--- src/rtl/burst_write_master.sv ---
// ---------------------------------------------------------------------------
// burst_write_master
//
// Streams up to 2**BUF_AW words from a small local register buffer onto a
// burst-capable write bus as a single burst.
//
// Ports:
//   clk, reset            : clock (rising edge) and asynchronous active-high reset
//   master_address        : burst start address, constant for the whole burst
//   master_write          : write request, held high until the last beat is taken
//   master_writedata      : data of the current beat
//   master_burstcount     : number of beats in the burst
//   master_byteenable     : always all ones
//   master_waitrequest    : slave stall; a beat is taken when write=1 and this is 0
//   ctrl_write            : buffer load strobe (ignored while busy)
//   ctrl_address          : buffer load index
//   ctrl_writedata        : buffer load data
//   ctrl_start            : level start request
//   ctrl_baseaddress      : burst target address, sampled at start
//   ctrl_burstcount       : requested beats, sampled at start, clamped to depth
//   ctrl_busy             : burst in progress
//   ctrl_done             : burst complete, held until ctrl_start drops
// ---------------------------------------------------------------------------
module burst_write_master #(
    parameter int ADDRESS_WIDTH = 32,
    parameter int DATA_WIDTH    = 32,
    parameter int BURST_WIDTH   = 4,
    parameter int BUF_AW        = 3
) (
    input  logic                      clk,
    input  logic                      reset,
    output logic [ADDRESS_WIDTH-1:0]  master_address,
    output logic                      master_write,
    output logic [DATA_WIDTH-1:0]     master_writedata,
    output logic [BURST_WIDTH-1:0]    master_burstcount,
    output logic [DATA_WIDTH/8-1:0]   master_byteenable,
    input  logic                      master_waitrequest,
    input  logic                      ctrl_write,
    input  logic [BUF_AW-1:0]         ctrl_address,
    input  logic [DATA_WIDTH-1:0]     ctrl_writedata,
    input  logic                      ctrl_start,
    input  logic [ADDRESS_WIDTH-1:0]  ctrl_baseaddress,
    input  logic [BURST_WIDTH-1:0]    ctrl_burstcount,
    output logic                      ctrl_busy,
    output logic                      ctrl_done
);

    localparam int DEPTH = 2 ** BUF_AW;

    typedef enum logic [2:0] {
        IDLE  = 3'b001,
        BURST = 3'b010,
        DONE  = 3'b100
    } state_t;

    state_t                 state;
    logic [DATA_WIDTH-1:0]  buf_mem [DEPTH];
    logic [BUF_AW:0]        n_lat;      // clamped beat count of current burst
    logic [BUF_AW:0]        beat;       // index of the beat currently on the bus
    logic [BUF_AW:0]        n_req;
    logic [BUF_AW:0]        last_beat;
    logic [BUF_AW-1:0]      next_idx;
    logic                   accepted;

    // Requested count limited to the buffer depth; counts above it send the
    // whole buffer once rather than wrapping.
    function automatic logic [BUF_AW:0] clamp_count(input logic [BURST_WIDTH-1:0] c);
        if (32'(c) > DEPTH)
            return (BUF_AW+1)'(DEPTH);
        else
            return (BUF_AW+1)'(c);
    endfunction

    assign n_req             = clamp_count(ctrl_burstcount);
    assign last_beat         = n_lat - 1'b1;
    assign next_idx          = beat[BUF_AW-1:0] + 1'b1;
    assign accepted          = master_write && !master_waitrequest;
    assign master_byteenable = '1;

    // Buffer load port. Locked while a burst is running so the data being
    // streamed cannot change under the bus.
    always_ff @(posedge clk or posedge reset) begin
        if (reset) begin
            for (int i = 0; i < DEPTH; i++)
                buf_mem[i] <= '0;
        end else if (ctrl_write && !ctrl_busy) begin
            buf_mem[ctrl_address] <= ctrl_writedata;
        end
    end

    // Control FSM with registered bus outputs. The first beat is read from
    // the buffer on the start edge, so a same-edge load of entry 0 is not seen
    // by beat 0; loads of other entries land before they are read.
    always_ff @(posedge clk or posedge reset) begin
        if (reset) begin
            state             <= IDLE;
            master_address    <= '0;
            master_write      <= 1'b0;
            master_writedata  <= '0;
            master_burstcount <= '0;
            ctrl_busy         <= 1'b0;
            ctrl_done         <= 1'b0;
            n_lat             <= '0;
            beat              <= '0;
        end else begin
            case (state)
                IDLE: begin
                    if (ctrl_start) begin
                        n_lat <= n_req;
                        beat  <= '0;
                        if (n_req == '0) begin
                            ctrl_done <= 1'b1;
                            state     <= DONE;
                        end else begin
                            master_address    <= ctrl_baseaddress;
                            master_burstcount <= BURST_WIDTH'(n_req);
                            master_write      <= 1'b1;
                            master_writedata  <= buf_mem[0];
                            ctrl_busy         <= 1'b1;
                            state             <= BURST;
                        end
                    end
                end

                BURST: begin
                    // Under waitrequest nothing moves; all outputs hold.
                    if (accepted) begin
                        if (beat == last_beat) begin
                            master_write <= 1'b0;
                            ctrl_busy    <= 1'b0;
                            ctrl_done    <= 1'b1;
                            state        <= DONE;
                        end else begin
                            beat             <= beat + 1'b1;
                            master_writedata <= buf_mem[next_idx];
                        end
                    end
                end

                DONE: begin
                    // Start is a level: require it low before another burst.
                    if (!ctrl_start) begin
                        ctrl_done <= 1'b0;
                        state     <= IDLE;
                    end
                end

                default: begin
                    master_write <= 1'b0;
                    ctrl_busy    <= 1'b0;
                    ctrl_done    <= 1'b0;
                    state        <= IDLE;
                end
            endcase
        end
    end

endmodule

--- config.mk ---
export PLATFORM = sky130hd
export DESIGN_NAME = burst_write_master
export DESIGN_NICKNAME = d
export VERILOG_FILES = /design/src/rtl/burst_write_master.sv
export SDC_FILE = /design/constraint.sdc
export NUM_CORES = 1
export LEC_CHECK = 0
export CAP_MARGIN = 20
export CORE_MARGIN = 8
export CORE_UTILIZATION = 52
export DETAILED_ROUTE_END_ITERATION = 10
export HOLD_SLACK_MARGIN = 0.06
export PLACE_DENSITY = 0.83
export SLEW_MARGIN = 20
export SYNTH_ARGS = -nofsm -noshare
export SYNTH_HDL_FRONTEND = slang
export SYNTH_SLANG_ARGS = --single-unit
export TNS_END_PERCENT = 100
--- constraint.sdc ---
create_clock -name clk -period 10.3 [get_ports clk]
set_clock_uncertainty 0.2 [all_clocks]
set_input_delay 1.03 -clock clk [delete_from_list [all_inputs] [get_ports clk]]
set_output_delay 1.03 -clock clk [all_outputs]
set_load 0.05 [all_outputs]
== Word level (Yosys, flattened, before mapping) ==
Cells that the tools add are included.
Word-level totals
  register bits after elaboration: 337
  output and inout bits: 75
  logic and storage cells: 85
  input bits: 76
Operators by class
  multiplexer cells: 33
  reductions and logical operators: 14
  bitwise gates (word level): 4
  magnitude comparators: 4
  add/sub/neg operators: 3
  eq/ne operators: 11
Operators with widths (number)
  bitwise mux 256 bit: 1
  2-to-1 mux 32 bit: 7
  binary-select mux 32 bit (select 3 bit): 1
  demux 32 bit (select 3 bit): 1
  case mux 32 bit (2 select lines): 1
  2-to-1 mux 4 bit: 4
  2-to-1 mux 3 bit: 5
  AND reduction 5 bit: 3
  inequality test 2 bit, second input constant: 7
  2-to-1 mux 1 bit: 9
  case mux 3 bit (3 select lines): 1
  greater-or-equal comparator 4 bit, second input constant: 2
  NOT 3 -> 4 bit: 2
  case mux 4 bit (2 select lines): 1
  AND reduction 4 bit: 2
  case mux 1 bit (3 select lines): 2
  adder 4 x 1 -> 4 bit, second input constant: 1
  equality test 4 bit: 1
  greater-than comparator 4 bit, second input constant: 1
  logical NOT 4 bit: 1
  < comparator 4 x 1 -> 1 bit, second input constant: 1
  subtractor 4 x 1 -> 4 bit, second input constant: 1
  adder 3 x 1 -> 3 bit, second input constant: 1
  equality test 3 x 1 -> 1 bit, second input constant: 1
  other kinds (8): 12

== Logic depth before layout (Yosys ltp) ==
Gate-level depths: netlist of the first run.
  depth in word-level cells: 8
  gate-level depth with buffers: 8
  mapped depth without buffers: 7

== Worst setup path after synthesis of the first run ==
No wires, ideal clock.
  path type: input to register
  start: input master_waitrequest
  end: register master_writedata[0]
  slack: 7.610 ns
  data required time: 9.975 ns
  setup time: 0.125 ns
  arrival: 2.365 ns
  cell stages on the path: 6
  cell sequence: nand2b_1 -> nor4b_1 -> o21ai_4 -> nand2_4 -> buf_6 -> mux2_4
On the way
  word-level cells in the longest chain between the ends: 4
Ends and longest elaborated chain
  start: declaration: RTL line 37  | input logic master_waitrequest,
  logical NOT 1 bit: RTL line 77  | assign accepted = master_write && !master_waitrequest;
  logical AND 1 bit: RTL line 77
  inequality test 2 bit (no line)
  AND reduction 5 bit (no line)
  end signal: assignment: RTL line 118  | master_writedata <= buf_mem[0];
  end signal: assignment: RTL line 135  | master_writedata <= buf_mem[next_idx];
  end: declaration: RTL line 34  | output logic [DATA_WIDTH-1:0] master_writedata,
No other way between the ends.
A chain may end at the register's enable or synchronous reset.

== Final worst setup path of the first run ==
  start: input ctrl_burstcount[0]
  end: register master_writedata[1]
On the way
  word-level cells in the longest chain between the ends: 5
Ends and longest elaborated chain
  start: declaration: RTL line 43  | input logic [BURST_WIDTH-1:0] ctrl_burstcount,
  greater-than comparator 4 bit: RTL line 68  | if (32'(c) > DEPTH)
  2-to-1 mux 4 bit (*): RTL line 68
  logical NOT 4 bit (*): RTL line 111  | if (n_req == '0) begin
  inequality test 2 bit (no line) (*)
  AND reduction 5 bit (no line) (*)
Mark *: on every way between the ends. The rest lies on a longest branch, timed or not.

==> flow_metrics.py, run 1 <==
metrics = {
    "pwr": {
        "p_leak_uw": 0.007850,
        "peakVddDrop_uv": 267.1,
        "pwr_density_cell_mw_per_mm2": 307.8,
    },
    "cts": {
        "h-tree-depth": 2,
        "numCtsBuffers": 35,
        "holdBufCountCts": 0,
        "clk_latency_ns": 0.51,
        "cts_tree": "built",
        "cts_setup_buffers": 0,
        "clk_path_buf_depth": 3,
        "path_clk_slew_ns": 0.06,
        "cts_resized": 0,
        "cts_root_buf": "clkbuf_16",
        "cts.sinks": 337,
    },
    "timing": {
        "finalMaxSlewViolations": 0,
        "min_period_ns": 3.615,
        "relSlewSlack_pct": 26.09,
        "fin_ws_ns": 6.685,
        "setup_viol": 0,
        "fmax_ghz": 0.2766,
        "period_share_pct": 35.10,
        "hold_viol": 0,
        "fin_tns_setup_ns": 0,
        "fin_hold_ws_ns": 0.2736,
        "worst_pin_slew_ns": 1.109,
        "rsz0062_at_grt": "no",
    },
    "final_layout": {
        "num-nets-final": 1351,
        "fill_cells": 2194,
        "seq_area_sq_mm": 0.008438,
        "drive_above_1_share_pct": 38.40,
        "area_growth_pct": 18.65,
        "multiInputGateArea_sq_mm": 0.006559,
        "diodes": 0,
    },
    "detailed_routing": {
        "drt-total-wl_um": 34870,
        "wl_per_cell_um": 20.67,
        "drtIter0Drc": 684,
        "vias_per_cell": 5.721,
        "routed-via-count": 9651,
        "antenna_left": 0,
        "route.detailed.drc": 0,
        "firstDrtPassIters": 5,
    },
    "synth": {
        "synth_top_area_share_pct": 54.84,
        "synth.largest_area_cell": "dfrtp_1",
        "ys_ff_latch": 337,
        "async_flop_share_pct": 100.0,
        "synthCells": 1149,
        "synth_flop_cell": "dfrtp_1",
        "yosysWarnings": 0,
        "yosysMostFrequentCell": "mux2_2",
        "yosysSeqAreaShare_pct": 55.01,
        "synth.distinct_cells": 41,
        "avgSynthCellArea_sq_um": 13.34,
        "synth_common_cells": "mux2_2 (384), dfrtp_1 (336), nand2_1 (144)",
        "synth.area.top_cells": "dfrtp_1 (55%), mux2_2 (28%), nand2_1 (3.5%)",
        "synth_edf_count": 0,
        "syn-cell-area_sq_mm": 0.01533,
    },
    "global_routing": {
        "antenna_found_initial": 1,
        "grt_max_degree": 85,
        "grt_pass1_vias": 10580,
        "grt_usage_pct": 19.70,
        "grt_first_pass_wirelength_um": 56930,
        "grt_overflow_total": 0,
    },
    "critical_path": {
        "cp.required_ns": 10.48,
        "path_max_fanout": 37,
        "worstPathArrival_ns": 3.79,
        "rr_worst_depth": 6,
        "endpoint_kind": "flop",
        "startpoint_type": "input port",
        "criticalPathCategory": "in -> reg",
    },
    "flow_run": {
        "maxCapViolations": 0,
    },
    "place": {
        "io_buffers": 146,
        "place_ws_ns": 6.157,
        "finalWeightedCongestion": 0.7640,
        "dp_hpwl_um": 20460,
    },
    "floorplan": {
        "initial_core_util_pct": 52.29,
        "die_h_um": 187.7,
        "die-area_sq_mm": 0.03524,
        "fp.dieW_um": 187.7,
        "ios": 151,
        "rows": 63,
        "core_sq_mm": 0.02932,
    },
    "outcome": {
        "status": "finished clean",
    },
    "hold_path": {
        "hold_class": "reg -> reg",
        "hold_depth": 2,
    },
}
area by class of cell:
class,instances,share of cell area (%)
Sequential cell,337,46.39
Multi-Input combinational cell,732,36.05
Timing Repair Buffer,160,8.763
Clock buffer,49,5.324
Tap cell,390,2.682
Clock inverter,12,0.6259
Inverter,7,0.1651
state kept, by name, summed over array words and instances (netlist names):
register / cells
beat: 4
buf_mem: 256
n_lat: 4
master_address: 32
state: 3
ctrl_busy: 1
master_writedata: 32
master_burstcount: 4
ctrl_done: 1
through the flow:
step,utilization [%],instances,instance area (sq um),total power [uW]
3_5_place_dp,58.23,1625,17070,4409
3_3_place_gp,58.23,1625,17070,4306
4_1_cts,61.92,1686,18160,5637
5_1_grt,62.04,1687,18190,5902
6_report,62.04,1687,18190,5599
2_1_floorplan,-,1152,15350,3799
power by group:
group          leakage [uW]  switching (uW)  internal (uW)  total, uW
combinational       0.00322            1110           1050       2160
sequential          0.00409             332           1900       2230
clock              0.000540             503            707       1210
total               0.00785            1940           3660       5600
final timing paths:
check                                         from             endpoint  slack (ns)
worst max-delay path            ctrl_burstcount[0]  master_writedata[1]        6.69
worst max register to register             beat[0]  master_writedata[6]        6.94
max in group asynchronous                    reset          buf_mem[70]        6.85
worst min register to register   master_address[0]    master_address[0]        0.27
worst min-delay path             master_address[0]    master_address[0]        0.27
min in group asynchronous                    reset         buf_mem[216]        0.85
critical path, stage by stage:
cell and delay, ns:
clkdlybuf4s50_1 0.48, or4_1 0.61, nand2_2 0.58, nand2_4 0.61
mux2_4 0.47
routing by layer:
| layer | GRT usage (%) | up-vias | wire length, um | part of all wire, % |
|---|---|---|---|---|
| li1 | - | 4358 | - | - |
| met1 | 25.37 | 4987 | 15060 | 43 |
| met2 | 32.59 | 248 | 16970 | 49 |
| met3 | 4.773 | 56 | 2099 | 6.0 |
| met4 | 6.030 | 2 | 719 | 2.1 |
| met5 | 0 | - | 13 | 0.037 |
placed cells by master, fill, tap and decap left out, types with 9 or more instances in the layout:
cell             Yosys  routed
dfrtp_1            336     335
nand2_1            144     139
o22ai_1             65      65
clkbuf_1            25      10
clkbuf_16            0      35
clkinv_2             0       9
mux2_4              30      30
mux2_2             384     384
buf_4                5      11
o31ai_1             35      35
clkdlybuf4s50_1      0     146
cell families after synthesis:
| group | count (synthesis) | share of synthesized area [%] |
|---|---|---|
| mux | 416 | 31.29 |
| fa+ha+maj | 2 | 0.1632 |
| simple gates | 179 | 4.986 |
| other cells | 1 | 0.02446 |
| compound gates | 123 | 5.402 |
| xor+xnor | 8 | 0.5468 |
| flops | 337 | 55.01 |
| buf+inv | 83 | 2.579 |
No activity file was read; power rests on OpenSTA's default activity.
==> run 2, diff against run 1 <==
- clock period: 10.3 -> 3.25 ns (I/O delays scaled with it)
==> run 2 against run 1 <==
Effect of this change:
- worst hold slack worse by 0.14 ns
- clock power rose to 3.2 times the previous value
- setup slack lost 6.0 ns
- design area rose by 1.7%
- critical path type is now reg -> reg
- largest power group unchanged
- highest routed layer is now met4
==> flow_metrics.py, run 2 (synthesized netlist as in run 1, its figures left out) <==
metrics = {
    "floorplan": {
        "die-area_sq_mm": 0.03524,
        "initial_core_util_pct": 52.29,
        "ios": 151,
        "die_h_um": 187.7,
        "rows": 63,
        "fp.dieW_um": 187.7,
        "core_sq_mm": 0.02932,
    },
    "global_routing": {
        "grt_max_degree": 97,
        "grt_overflow_total": 0,
        "grt_pass1_vias": 10760,
        "grt_first_pass_wirelength_um": 57630,
        "antenna_found_initial": 2,
        "grt_usage_pct": 19.90,
    },
    "timing": {
        "finalMaxSlewViolations": 0,
        "hold_viol": 0,
        "fin_hold_ws_ns": 0.1349,
        "worst_pin_slew_ns": 0.8366,
        "relSlewSlack_pct": 44.11,
        "rsz0062_at_grt": "no",
        "setup_viol": 0,
        "period_share_pct": 78.42,
        "min_period_ns": 2.549,
        "fmax_ghz": 0.3924,
    },
    "detailed_routing": {
        "antenna_left": 0,
        "routed-via-count": 9738,
        "vias_per_cell": 5.698,
        "drt-total-wl_um": 35180,
        "route.detailed.drc": 0,
        "drtIter0Drc": 605,
        "wl_per_cell_um": 20.58,
        "firstDrtPassIters": 5,
    },
    "critical_path": {
        "path_cells": "ha_1 -> xnor2_1 -> nand2_1 -> buf_4 -> o22ai_1 -> o31ai_1 -> mux2_4",
        "cp-startpoint": "beat[0]",
        "slowest_delay_ns": 0.51,
        "worstPathArrival_ns": 2.81,
        "criticalPathCategory": "reg -> reg",
        "slowest_stage": "dfrtp_4",
        "crit_buf_inv": 1,
        "path_max_fanout": 24,
        "endpoint_kind": "flop",
        "cp.required_ns": 3.51,
        "crit_family": "compound AO/OA/AOI/OAI gates",
        "rr_startpoint": "beat[0]",
        "startpoint_type": "flop",
    },
    "final_layout": {
        "final_cell_mix": "mux2_2 (384), dfrtp_1 (335), clkdlybuf4s50_1 (146)",
        "num-nets-final": 1369,
        "top_register": "buf_mem",
        "layout_commonest_cell": "mux2_2",
        "drive_above_1_share_pct": 39.03,
        "fill_cells": 2184,
        "area_growth_pct": 20.64,
        "fin_util_pct": 63.08,
        "top_regs": "buf_mem x256, master_address x32, master_writedata x32",
        "largest_reg_flops": 256,
    },
    "place": {
        "dp_hpwl_um": 21340,
        "io_buffers": 146,
        "finalWeightedCongestion": 0.7727,
    },
    "cts": {
        "cts.sinks": 337,
        "cts_tree": "built",
        "cts_setup_buffers": 0,
        "cts_resized": 0,
        "clk_latency_ns": 0.52,
        "numCtsBuffers": 36,
        "path_clk_slew_ns": 0.06,
        "cts_root_buf": "clkbuf_16",
        "h-tree-depth": 2,
        "holdBufCountCts": 0,
        "clk_path_buf_depth": 3,
    },
    "flow_run": {
        "maxCapViolations": 0,
    },
    "pwr": {
        "seqPwrFrac_pct": 39.1,
        "p_int_uw": 11710,
        "p_leak_uw": 0.007995,
        "power_switching_uw": 6214,
        "peakVddDrop_uv": 766.2,
        "power_frac_comb_pct": 39.1,
        "swShare_pct": 34.67,
        "pwr_density_cell_mw_per_mm2": 969.0,
        "clkPwrFrac_pct": 21.8,
    },
    "hold_path": {
        "hold_class": "in -> async",
    },
    "outcome": {
        "status": "finished clean",
    },
}
==> run 2: per-layer routing <==
metal | GRT usage (%) | vias to the layer above | routed length [um]
met1 | 24.65 | 5034 | 14900
met3 | 4.532 | 61 | 1902
met2 | 34.35 | 222 | 17620
met5 | 0 | - | 0
met4 | 5.818 | 0 | 759
li1 | - | 4421 | -
==> run 2: final timing paths <==
kind | slack [ns] | endpoint | cells past startpoint
min | 0.13 | master_writedata[23] | 2
max reg2reg | 0.70 | master_writedata[19] | 7
max | 0.70 | master_writedata[19] | 7
min reg2reg | 0.27 | master_address[26] | 2
max in group asynchronous | 1.85 | master_address[3] | 3
min in group clk | 0.14 | master_address[10] | 3
==> run 2: power groups by stage <==
stage / registers (uW) / logic [uW] / clock network (uW)
floorplan: 8220 / 3820 / 0
global placement: 6910 / 6810 / 0
detailed placement: 7060 / 7000 / 0
CTS: 7010 / 7070 / 3980
global route: 7240 / 7480 / 4150
finish: 7000 / 7000 / 3910
==> run 2: final cells by class <==
cell class,instances,area (sq um),share of cell area (%)
diodes,2,5.005,0.02706
clock inverters,9,56.30,0.3044
inverters,7,30.03,0.1623
clock buffers,55,1074,5.804
well taps,390,488.0,2.638
repair buffers,177,1857,10.04
flip-flops and latches,337,8438,45.62
multi-input cells,732,6549,35.41
==> run 2: stage by stage <==
| stage | area, sq um | setup TNS (ns) | worst slack, ns | std cells | power [uW] |
|---|---|---|---|---|---|
| floorplan | 15350 | -598.22 | -1.779 | 1152 | 12040 |
| global placement | 17360 | 0 | 0.5181 | 1643 | 13720 |
| detailed placement | 17360 | 0 | 0.5093 | 1643 | 14060 |
| CTS | 18490 | 0 | 0.6799 | 1707 | 18070 |
| global route | 18500 | 0 | 0.6045 | 1709 | 18870 |
| finish | 18500 | 0 | 0.7014 | 1709 | 17920 |
==> run 2: worst register-to-register path: cells and delay by family (launching register included) <==
family                   cells  cell delay (ns)
AO/OA/AOI/OAI                2             0.64
flip-flops                   1             0.51
buffers and inverters        1             0.38
adder cells (fa/ha/maj)      1             0.27
multiplexers                 1             0.23
XOR/XNOR                     1             0.16
AND/OR/NAND/NOR              1             0.11
